[config.mk]
export PLATFORM = sky130hd
export DESIGN_NAME = key_search_scheduler
export DESIGN_NICKNAME = d
export VERILOG_FILES = /design/src/rtl/key_search_scheduler.sv
export SDC_FILE = /design/constraint.sdc
export NUM_CORES = 1
export LEC_CHECK = 0
export ABC_CLOCK_PERIOD_IN_PS = 5300
export BUFFER_PORTS_ARGS = -buffer_cell sky130_fd_sc_hd__buf_2
export CAP_MARGIN = 15
export CORE_ASPECT_RATIO = 0.75
export CORE_MARGIN = 5
export CORE_UTILIZATION = 45
export CTS_CLUSTER_DIAMETER = 100
export DETAILED_ROUTE_END_ITERATION = 10
export PLACE_DENSITY = 0.76
export SETUP_SLACK_MARGIN = 0.4
export SLEW_MARGIN = 20
export SYNTH_ARGS = -nofsm -noshare
export SYNTH_HDL_FRONTEND = slang
export SYNTH_SLANG_ARGS = --single-unit
[constraint.sdc]
create_clock -name clk -period 5.3 [get_ports clk]
set_clock_uncertainty 0.05 [all_clocks]
set_input_delay 1.06 -clock clk [delete_from_list [all_inputs] [get_ports clk]]
set_output_delay 1.06 -clock clk [all_outputs]
set_load 0.01 [all_outputs]
[src/rtl/key_search_scheduler.sv]
// key_search_scheduler: round-robin block dispatcher for the RC4 key-search core array with found/exhaustion detection
module key_search_scheduler #(
  parameter int               N_CORES    = 4,
  parameter int               KEY_W      = 24,
  parameter logic [KEY_W-1:0] KEY_MAX    = 24'h3FFFFF,
  parameter int               BLOCK_LOG2 = 8,
  localparam int              CW         = (N_CORES > 1) ? $clog2(N_CORES) : 1
) (
  input  logic                     clk,
  input  logic                     reset_n,
  input  logic                     start,
  input  logic [N_CORES-1:0]       core_req,
  input  logic [N_CORES-1:0]       core_found,
  input  logic [N_CORES*KEY_W-1:0] core_key,
  output logic [N_CORES-1:0]       core_grant,
  output logic [KEY_W-1:0]         grant_base,
  output logic                     core_abort,
  output logic                     busy,
  output logic                     done,
  output logic                     found,
  output logic [KEY_W-1:0]         found_key,
  output logic [CW-1:0]            found_core
);
  typedef enum logic [1:0] {IDLE, RUN, DONE} state_t;
  localparam logic [KEY_W:0] BLK = (KEY_W+1)'(1) << BLOCK_LOG2;
  state_t             state_q, state_d;
  logic [KEY_W:0]     next_base_q, next_base_d;
  logic [CW-1:0]      rr_ptr_q, rr_ptr_d;
  logic [N_CORES-1:0] core_grant_q, core_grant_d;
  logic [KEY_W-1:0]   grant_base_q, grant_base_d;
  logic               core_abort_q, core_abort_d;
  logic               busy_q, busy_d;
  logic               done_q, done_d;
  logic               found_q, found_d;
  logic [KEY_W-1:0]   found_key_q, found_key_d;
  logic [CW-1:0]      found_core_q, found_core_d;
  logic [N_CORES-1:0] elig;
  logic               win_v, avail;
  logic [CW-1:0]      win, fc;
  logic [CW:0]        idx;
  logic [KEY_W-1:0]   fk;
  // last grant doubles as the outstanding mask, hiding each core's req-drop latency
  always_comb begin
    elig  = core_req & ~core_grant_q;
    win_v = 1'b0;
    win   = '0;
    idx   = '0;
    for (int j = N_CORES - 1; j >= 0; j--) begin
      idx = {1'b0, rr_ptr_q} + (CW+1)'(j);
      if (idx >= (CW+1)'(N_CORES)) idx = idx - (CW+1)'(N_CORES);
      if (elig[idx[CW-1:0]]) begin
        win_v = 1'b1;
        win   = idx[CW-1:0];
      end
    end
  end
  always_comb begin
    fc = '0;
    fk = '0;
    for (int i = N_CORES - 1; i >= 0; i--) begin
      if (core_found[i]) begin
        fc = CW'(i);
        fk = core_key[i*KEY_W +: KEY_W];
      end
    end
  end
  always_comb begin
    state_d      = state_q;
    next_base_d  = next_base_q;
    rr_ptr_d     = rr_ptr_q;
    core_grant_d = '0;
    grant_base_d = '0;
    core_abort_d = core_abort_q;
    found_d      = found_q;
    found_key_d  = found_key_q;
    found_core_d = found_core_q;
    avail        = next_base_q <= {1'b0, KEY_MAX};
    if (state_q != RUN) begin
      if (start) begin
        state_d      = RUN;
        next_base_d  = '0;
        rr_ptr_d     = '0;
        core_abort_d = 1'b0;
        found_d      = 1'b0;
        found_key_d  = '0;
        found_core_d = '0;
      end
    end else if (|core_found) begin
      state_d      = DONE;
      found_d      = 1'b1;
      core_abort_d = 1'b1;
      found_key_d  = fk;
      found_core_d = fc;
    end else if (!avail && &core_req) begin
      state_d      = DONE;
      core_abort_d = 1'b1;
    end else if (avail && win_v) begin
      core_grant_d[win] = 1'b1;
      grant_base_d      = next_base_q[KEY_W-1:0];
      next_base_d       = next_base_q + BLK;
      rr_ptr_d          = (win == CW'(N_CORES - 1)) ? '0 : win + CW'(1);
    end
    busy_d = state_d == RUN;
    done_d = state_d == DONE;
  end
  always_ff @(posedge clk or negedge reset_n) begin
    if (!reset_n) begin
      state_q      <= IDLE;
      next_base_q  <= '0;
      rr_ptr_q     <= '0;
      core_grant_q <= '0;
      grant_base_q <= '0;
      core_abort_q <= 1'b0;
      busy_q       <= 1'b0;
      done_q       <= 1'b0;
      found_q      <= 1'b0;
      found_key_q  <= '0;
      found_core_q <= '0;
    end else begin
      state_q      <= state_d;
      next_base_q  <= next_base_d;
      rr_ptr_q     <= rr_ptr_d;
      core_grant_q <= core_grant_d;
      grant_base_q <= grant_base_d;
      core_abort_q <= core_abort_d;
      busy_q       <= busy_d;
      done_q       <= done_d;
      found_q      <= found_d;
      found_key_q  <= found_key_d;
      found_core_q <= found_core_d;
    end
  end
  assign core_grant = core_grant_q;
  assign grant_base = grant_base_q;
  assign core_abort = core_abort_q;
  assign busy       = busy_q;
  assign done       = done_q;
  assign found      = found_q;
  assign found_key  = found_key_q;
  assign found_core = found_core_q;
endmodule
==> results.md <==
* Outcome: finished, final reports clean
* Clock group share of total power at 31.1%
* First-pass detailed-route iteration total at 5
* Final Wtd Congestion at 0.792
* Register area share after synthesis at 46.7%
* Num rows at 29
* Die height at 90.2 µm
* Most frequent cells after synthesis: dfrtp_1, nand2_1, nor2b_1
* Max-cap viol count at 0
* Worst VDD drop at 0.220 mV
* Post-route ant nets at 0
* EDFF count, synth at 0
* TritonCTS buffer count at 9
* Sw Share at 32.6%
* Internal Power at 0.00129 W
* Post-synthesis async set-or-reset flop share at 100%
* Total wire length at 10.1 mm
* Layout cells sized above 1 at 36.4%
* Sw Pwr at 0.000622 W
* Mapped Cells at 380
* Global-route wire length before repair at 16.5 mm
* Worst path max stage delay at 0.69 ns
* DRC viols at 0
* CP delay by family, top: simple AND/OR/NAND/NOR gates
* Largest net degree at the start of global routing at 73
* DPL Wire Length at 7.44 mm
* Required time worst endpoint at 5.50 ns
* Logic pwr share at 29.7%
* Most area-consuming cells after synthesis: dfrtp_1, o31ai_1, a221oi_1
* CTS clk-pin slew, worst paths at 0.06 ns
* CTS tree: yes
* Via count at 3442
* Vias/cell at 5.42
* Final core occ at 58.7%
* Synth unique cells at 46
* Critical path capture point type: register
* Crit-path cells: buf_2 > or4_1 > mux2i_4 > a22o_1
* Initial antenna violation count at 0
* Cell taking the most area after synthesis: dfrtp_1
* Clock buffer depth at 2
* Remaining Overflow, GRT at 0
* Pwr/cell area at 386 mW/mm²
* Area delta synth->final at 28.1%
* Hold buffers post-CTS at 0
* Buffers and inverters on the worst path at 1
* Setup violators final at 0
* RSZ-0062 raised after global routing: false
* Die W at 117 µm
* Worst slew margin at 27.7%
* Fin. Hold Viols at 0
* Slowest CP cell: or4_1
* Worst Setup Slack, final at 2.48 ns
* Achievable Freq at 355 MHz
* Syn Std Cell Area at 0.00386 mm²
* Hold crit path type: reg -> reg
* Startpoint Class: primary input
* Warnings from Yosys at 0
* Flop pwr share at 39.2%
* Design Power at 0.00191 W
* Pins Over Slew Limit at 0
* Core Region at 0.00842 mm²
* Most frequent cell after synthesis: dfrtp_1
* I/O Pins at 165
* Clk sinks at 72
* Initial core utilization at 45.9%
* Dpl ws at 2.14 ns
* Setup TNS at 0 ns
* Synth Register Bits at 72
* Hold WS at 0.438 ns
* PostCTS Resize Cnt at 0
* Critical Path AT at 3.02 ns
* Port buffer count at 164
* H-tree Lvls at 3
* DRT iter0 DRCs at 216
* CP Max Fanout at 52
* Synth top area share at 46.7%
* Vias in the first global route at 3437
* Antenna Diode Count at 0
* Avg Cell Area, Syn at 10.2 µm²
* Routed wire per std cell at 16.0 µm
* Skew-Pair Late Insertion Delay at 0.32 ns
* Die area at 0.0105 mm²
* Dominant synthesized flop cell: dfrtp_1
* Crit Path Category: in -> reg
* Clock root buffer: clkbuf_16
* Postcts setup bufs at 0
* Static Leak at 2.48 nW
* Final worst path period need at 2.82 ns
* Post-route clock period utilization at 53.1%
* GR Util All Layers at 19.3%
* Final #Nets at 634
* Least-Margin Pin Slew at 1.08 ns
==> final timing paths <==
check	from	to	slack, ns	cells after the start
max in group asynchronous	reset_n	core_grant[0]	3.84	1
setup / recovery	core_found[0]	found_key[18]	2.48	4
hold / removal	found_core[0]	found_core[0]	0.44	2
setup reg to reg	state_q[1]	next_base_q[16]	3.01	4
hold reg to reg	found_core[0]	found_core[0]	0.44	2
min in group asynchronous	reset_n	grant_base[18]	0.80	1
==> flip-flops by register name, summed over array words and instances, names as in the netlist <==
register / flops
core_abort: 1
grant_base: 17
done: 1
next_base_q: 17
rr_ptr_q: 2
busy: 1
core_grant: 4
found: 1
state_q: 2
found_core: 2
found_key: 24
==> cells in the final DEF, fill, tap and decap left out, types with 2 or more instances in the layout <==
cell type	n
mux2i_1	9
a31oi_1	2
inv_1	5
clkinv_2	2
and4_1	3
nor4_1	10
buf_4	2
nor4b_1	2
a21oi_1	7
or3b_2	2
a22o_1	24
nand4_1	3
dfrtp_1	72
nand3_1	6
a221oi_1	24
clkbuf_16	9
nor2_2	2
o21a_1	2
nor2_1	6
nand2_1	42
ha_1	5
and2_1	20
nor2b_1	29
nand2b_1	12
or4_1	4
a21o_1	4
o21ai_0	4
buf_2	163
conb_1	3
o31ai_1	28
==> tightest hold or removal path, delay by kind of cell (launching register included) <==
kind	cells	cell delay [ns]
and+or+nand+nor	1	0.05
AOI/OAI and AO/OA	1	0.06
DFF	1	0.35
==> power groups by stage <==
stage / clock network, W / registers (W) / logic (W)
CTS: 0.000607 / 0.000747 / 0.000577
global route: 0.000637 / 0.000763 / 0.000629
finish: 0.000594 / 0.000748 / 0.000567
detailed placement: 0 / 0.000752 / 0.000577
floorplan: 0 / 0.000790 / 0.000316
global placement: 0 / 0.000750 / 0.000555
==> cell families after synthesis <==
group	after synthesis	share of synthesized area (%)
flip-flops	72	46.7
multiplexers	11	3.27
AND/OR/NAND/NOR	148	21.8
other	1	0.0972
buffers and inverters	41	5.48
adder cells (fa/ha/maj)	5	1.62
AO/OA/AOI/OAI	102	21.1
==> per-stage QoR <==
step / std cells / instance area [µm²]
2_1_floorplan: 382 / 3870
3_3_place_gp: 619 / 4650
3_5_place_dp: 619 / 4650
4_1_cts: 635 / 4940
5_1_grt: 635 / 4940
6_report: 635 / 4940
==> layout make-up <==
class	count	area [µm²]
fillers	759	3470
multi-input cells	269	1860
flip-flops and latches	72	1800
repair buffers	165	831
clock buffers	11	243
well taps	108	135
clock inverters	5	56.3
inverters	5	18.8
==> routing by layer <==
| layer | part of all wire (%) | up-vias | track usage [%] |
|---|---|---|---|
| met4 | 1.3 | 0 | 5.06 |
| li1 | - | 1679 | - |
| met2 | 48 | 111 | 31.5 |
| met3 | 7.1 | 10 | 4.30 |
| met5 | 0 | - | 0 |
| met1 | 44 | 1642 | 25.9 |
(Power assumes the default switching activity.)
